[src/rtl/acc_seq_monitor.sv]
// Receive-side checker for the 4-phase accumulator sequencer: recovers the operand, then predicts and checks acc_in.
// Optional error counter is built only when ACCMON_ERR_COUNT_EN is defined; otherwise err_count is tied to 0.
module acc_seq_monitor #(
    parameter int WIDTH  = 32,
    parameter int CNT_W  = 8,
    parameter int STICKY = 1
) (
    input  logic             clk,
    input  logic             reset,
    input  logic             load_in,
    input  logic [WIDTH-1:0] acc_in,
    output logic [WIDTH-1:0] operand,
    output logic             operand_valid,
    output logic             mismatch,
    output logic             locked,
    output logic [CNT_W-1:0] err_count,
    output logic [1:0]       state
);
    localparam logic [1:0] IDLE  = 2'd0;
    localparam logic [1:0] SYNC  = 2'd1;
    localparam logic [1:0] TRACK = 2'd2;
    localparam logic [1:0] ERROR = 2'd3;

    logic [1:0]       ph, prevPh;
    logic [WIDTH-1:0] prevAcc, expVal;
    logic             checking, diff;

    always_comb begin
        expVal = '0;
        case (prevPh)
            2'd0:    expVal = -operand;
            2'd1:    expVal = operand & prevAcc;
            2'd2:    expVal = -prevAcc;
            default: expVal = operand + prevAcc;
        endcase
    end

    assign checking      = (state == TRACK || state == ERROR) && !load_in;
    assign diff          = acc_in != expVal;
    assign operand_valid = (state == TRACK || state == ERROR);
    assign locked        = (state == TRACK);

    always_ff @(posedge clk) begin
        if (reset) begin
            state    <= IDLE;
            ph       <= 2'd0;
            prevPh   <= 2'd0;
            prevAcc  <= '0;
            operand  <= '0;
            mismatch <= 1'b0;
        end else begin
            ph       <= load_in ? 2'd0 : ph + 2'd1;
            prevPh   <= ph;
            prevAcc  <= acc_in;
            mismatch <= checking && diff;
            if (load_in) begin
                state <= SYNC;
            end else begin
                case (state)
                    // ph==1 marks the 2nd cycle after load falls, even when load was held
                    SYNC: if (prevPh == 2'd0 && ph == 2'd1) begin
                        operand <= -acc_in;
                        state   <= TRACK;
                    end
                    TRACK: if (diff) state <= ERROR;
                    ERROR: if (!diff && STICKY == 0) state <= TRACK;
                    default: ;
                endcase
            end
        end
    end

`ifdef ACCMON_ERR_COUNT_EN
    always_ff @(posedge clk) begin
        if (reset)
            err_count <= '0;
        else if (checking && diff && err_count != {CNT_W{1'b1}})
            err_count <= err_count + 1'b1;
    end
`else
    assign err_count = '0;
`endif
endmodule

[config.mk]
export PLATFORM = sky130hd
export DESIGN_NAME = acc_seq_monitor
export DESIGN_NICKNAME = d
export VERILOG_FILES = /design/src/rtl/acc_seq_monitor.sv
export SDC_FILE = /design/constraint.sdc
export NUM_CORES = 1
export LEC_CHECK = 0
export CAP_MARGIN = 5
export CORE_MARGIN = 2
export CORE_UTILIZATION = 50
export CTS_CLUSTER_SIZE = 10
export DETAILED_ROUTE_END_ITERATION = 6
export DONT_BUFFER_PORTS = 1
export GPL_ROUTABILITY_DRIVEN = 0
export HOLD_SLACK_MARGIN = 0.08
export SYNTH_ARGS = -nofsm -noshare
export SYNTH_HDL_FRONTEND = slang
export SYNTH_SLANG_ARGS = --single-unit
export TNS_END_PERCENT = 1
[constraint.sdc]
create_clock -name clk -period 6.1 [get_ports clk]
set_input_delay 0.915 -clock clk [delete_from_list [all_inputs] [get_ports clk]]
set_output_delay 0.915 -clock clk [all_outputs]
set_load 0.05 [all_outputs]
==> reports/summary.log <==
[clock_network] clock tree from TritonCTS built
[hold_path] Hold Crit Start ph[1]
[detailed_routing] Detailed Route WL 28500 µm
[detailed_routing] detailed-router iteration count before antenna repair 6
[clock_network] TritonCTS Buffers 9
[yosys] number of enable flip-flop cells after synthesis 0
[hold_path] class of the most critical hold timing path flop to flop
[global_route] vias in the first global route 7435
[floorplanning] Std-Cell Core Area 15000 µm²
[power] Internal Power 0.984 mW
[clock_network] number of clock sinks 71
[yosys] post-synthesis sequential area ratio 0.187
[setup_path] Critical Setup Path Class flop to flop
[power] Reg power frac 0.347
[placed_design] Setup WS pre-CTS 1.56 ns
[global_route] Overflow after GRT 0
[setup_path] Crit Reg-Reg Startpoint operand[0]
[power] Clock Power Share 0.371
[setup_path] maximum fanout encountered on the critical timing path 7
[setup_path] data arrival time of the critical path 4.96 ns
[layout] Layout Cells excl Fill 1215
[global_route] maximum number of pins on one net before global-route repair 73
[setup_path] crit path capture type flop
[sta] number of failing setup endpoints in the final timing report 0
[global_route] total global-route track usage 0.349
[setup_path] worst reg-to-reg setup slack 1.39 ns
[yosys] synthesized instance count 1061
[detailed_routing] initial drt markers 1161
[yosys] Post-Synthesis Cell Area 7600 µm²
[clock_network] setup fix buffers added after clock tree synthesis 0
[power] switching fraction of total power 0.357
[global_route] antenna violations before repair 0
[sta] post-route setup slack 1.39 ns
[setup_path] maximum cell stage delay along the critical path 0.74 ns
[clock_network] maximum level of the CTS H-tree 3
[layout] synth-to-layout area growth 4.95%
[clock_network] cts-stage hold buffer count 0
[detailed_routing] drt wl/cell 23.5 µm
[layout] total of fill cells in the finished design 1495
[clock_network] maximum buffer depth of the clock tree 2
[power] peak ir drop on the vdd network 0.000148 V
[layout] share of final-layout standard cells stronger than drive strength 1 0.0497
[setup_path] Data required, critical path 6.35 ns
[placed_design] number of cells after detailed placement 1198
[power] Leak 2.93 nW
[layout] final core utilization 0.531
[yosys] mean instance size in the synthesized netlist 7.17 µm²
[floorplanning] chip height 127 µm
[placed_design] count of input and output buffers 0
[floorplanning] Die X-Extent 127 µm
[sta] WHS 0.441 ns
[detailed_routing] DR DRC count 0
[clock_network] total of cells resized after clock tree synthesis 0
[clock_network] insertion delay of the later-clocked pin in the worst-skew pair 0.36 ns
[yosys] main flop type after synthesis sky130_fd_sc_hd__dfxtp_1
[sta] unrepaired setup endpoints after global routing no
[global_route] wire length of the first global-routing pass 43800 µm
[floorplanning] DIE AREA 16200 µm²
[setup_path] Critical-path top delay cell sky130_fd_sc_hd__dfxtp_1
[setup_path] critical path cell sequence ha_1, inv_1, fa_1, inv_1, mux4_2, xnor2_1, a2111o_1, a2111oi_0, o2111a_1, nand4_1, nor4_1, and4_1, nand3_1, a22o_1
[clock_network] root cell of the clock tree sky130_fd_sc_hd__clkbuf_16
[clock_network] clock edge transition at the registers on the reported setup and hold paths 0.07 ns
[power] net switching power of the design 0.547 mW
[sta] final hold violations 0
[run_status] result of the run completed
[yosys] fraction of registers with async set or reset after synthesis 0
[floorplanning] I/O Pins 80
[power] Logic pwr share 0.282
[sta] remaining max-slew budget at the tightest pin 0.373
[detailed_routing] number of antenna-violating nets in the routed design 0
[yosys] Syn. warnings 0
[sta] slew at the pin closest to its max-slew limit 0.939 ns
[setup_path] first element of the critical path operand[0]
[sta] setup total negative slack 0 ns
[yosys] distinct cell type count after synthesis 74
[layout] Final #Nets 1096
[placed_design] DP Wirelength 21600 µm
[sta] Pins Over Slew Limit 0
[yosys] post-synthesis register bit count 71
[power] Power Dens Cells 192 nW/µm²
[sta] clock tree skew after final layout 0.0102 ns
[detailed_routing] Vias/cell 6.88
[detailed_routing] vias 8359
[sta] Max Clock Freq 212 MHz
[sta] Final Critical Period 4.71 ns
[job] MaxCap Viol Count 0
[floorplanning] Starting Density 0.506
[setup_path] cell seen most often among critical-path stages sky130_fd_sc_hd__inv_1
[floorplanning] std cell rows 45
[setup_path] critical path launch point type flop
[sta] period utilisation layout 0.772
## path summary, 6_finish.rpt
kind,end,cells past startpoint
setup reg to reg,state[1],14
setup / recovery,state[1],14
hold / removal,prevPh[1],2
hold reg to reg,prevPh[1],2
## cell usage after synthesis (31+ instances only)
library cell / n / share of area
sky130_fd_sc_hd__o21ai_0: 43 / 0.028
sky130_fd_sc_hd__xnor2_1: 48 / 0.055
sky130_fd_sc_hd__a21oi_1: 82 / 0.054
sky130_fd_sc_hd__dfxtp_1: 71 / 0.19
sky130_fd_sc_hd__ha_1: 39 / 0.064
sky130_fd_sc_hd__clkbuf_1: 56 / 0.028
sky130_fd_sc_hd__nor2_1: 82 / 0.040
sky130_fd_sc_hd__nand3_1: 31 / 0.020
sky130_fd_sc_hd__or4_1: 36 / 0.036
sky130_fd_sc_hd__nor2b_1: 33 / 0.027
sky130_fd_sc_hd__nor3_1: 51 / 0.034
sky130_fd_sc_hd__nand2_1: 115 / 0.057
sky130_fd_sc_hd__nor4_1: 37 / 0.030
## stage by stage
stage / total power, mW / area (µm²)
3_5_place_dp: 0.958 / 7670
3_3_place_gp: 0.960 / 7670
6_report: 1.53 / 7980
4_1_cts: 1.52 / 7980
2_1_floorplan: 0.872 / 7630
5_1_grt: 1.59 / 7980
## cell type report
type,count,area (µm²),share of cell area
antenna,1,2.50,0.000314
clock buffer,9,225,0.0282
clock inverter,7,86.3,0.0108
inverter,25,93.8,0.0118
multi-input combinational,900,5810,0.728
sequential,71,1420,0.178
tap,188,235,0.0295
timing repair buffer,14,105,0.0132
## kinds of logic (layout without fill, tap and decap cells)
family	count (synthesis)	count (layout)	share of synthesized area
mux	26	26	0.0382
simple gates	483	483	0.333
compound gates	265	265	0.231
fa+ha+maj	40	40	0.0668
flops	71	71	0.187
buf+inv	97	55	0.0527
other cells	1	9	0.000493
xor+xnor	78	78	0.0917
## power by group through the flow
stage / registers (mW) / clock network [mW] / logic, mW
final: 0.531 / 0.567 / 0.432
after global routing: 0.534 / 0.590 / 0.466
after CTS: 0.530 / 0.569 / 0.420
after detailed placement: 0.540 / 0 / 0.418
after global placement: 0.540 / 0 / 0.420
after floorplan: 0.529 / 0 / 0.343
## state kept, by name (all words and copies together) (netlist names)
signal,flops
operand,32
mismatch,1
prevAcc,32
state,2
ph,2
prevPh,2
## placed cells by master (no fill, tap or decap), drive strengths merged, types with 8 or more instances in the layout
cell type    n
nand2b       9
a211o        8
mux2i       20
buf         14
o21ai       44
nor3        51
and3         8
nand4       15
nor2        82
o21a         8
dfxtp       71
nor4        38
or3         25
a211oi      18
o22ai        8
or4         37
a21oi       82
inv         28
clkbuf       9
o31ai       13
conb         8
nand2      115
nand3       31
xnor2       48
ha          39
xor2        29
nor2b       33
and2        12
or2          8
o211ai      18
## critical path: cells and delay by family, from the launching register on
family,cells,cell delay [ns]
XOR/XNOR,1,0.14
AO/OA/AOI/OAI,4,1.48
buffers and inverters,2,0.12
flip-flops,1,0.74
multiplexers,1,0.45
AND/OR/NAND/NOR,4,0.85
adder cells (fa/ha/maj),2,0.81
## per-layer routing
layer  GRT usage  share of wire
met4       0.123          0.028
met3      0.0821           0.12
met2       0.475           0.40
met1       0.530           0.46
met5           0              0
(Power assumes the default switching activity.)
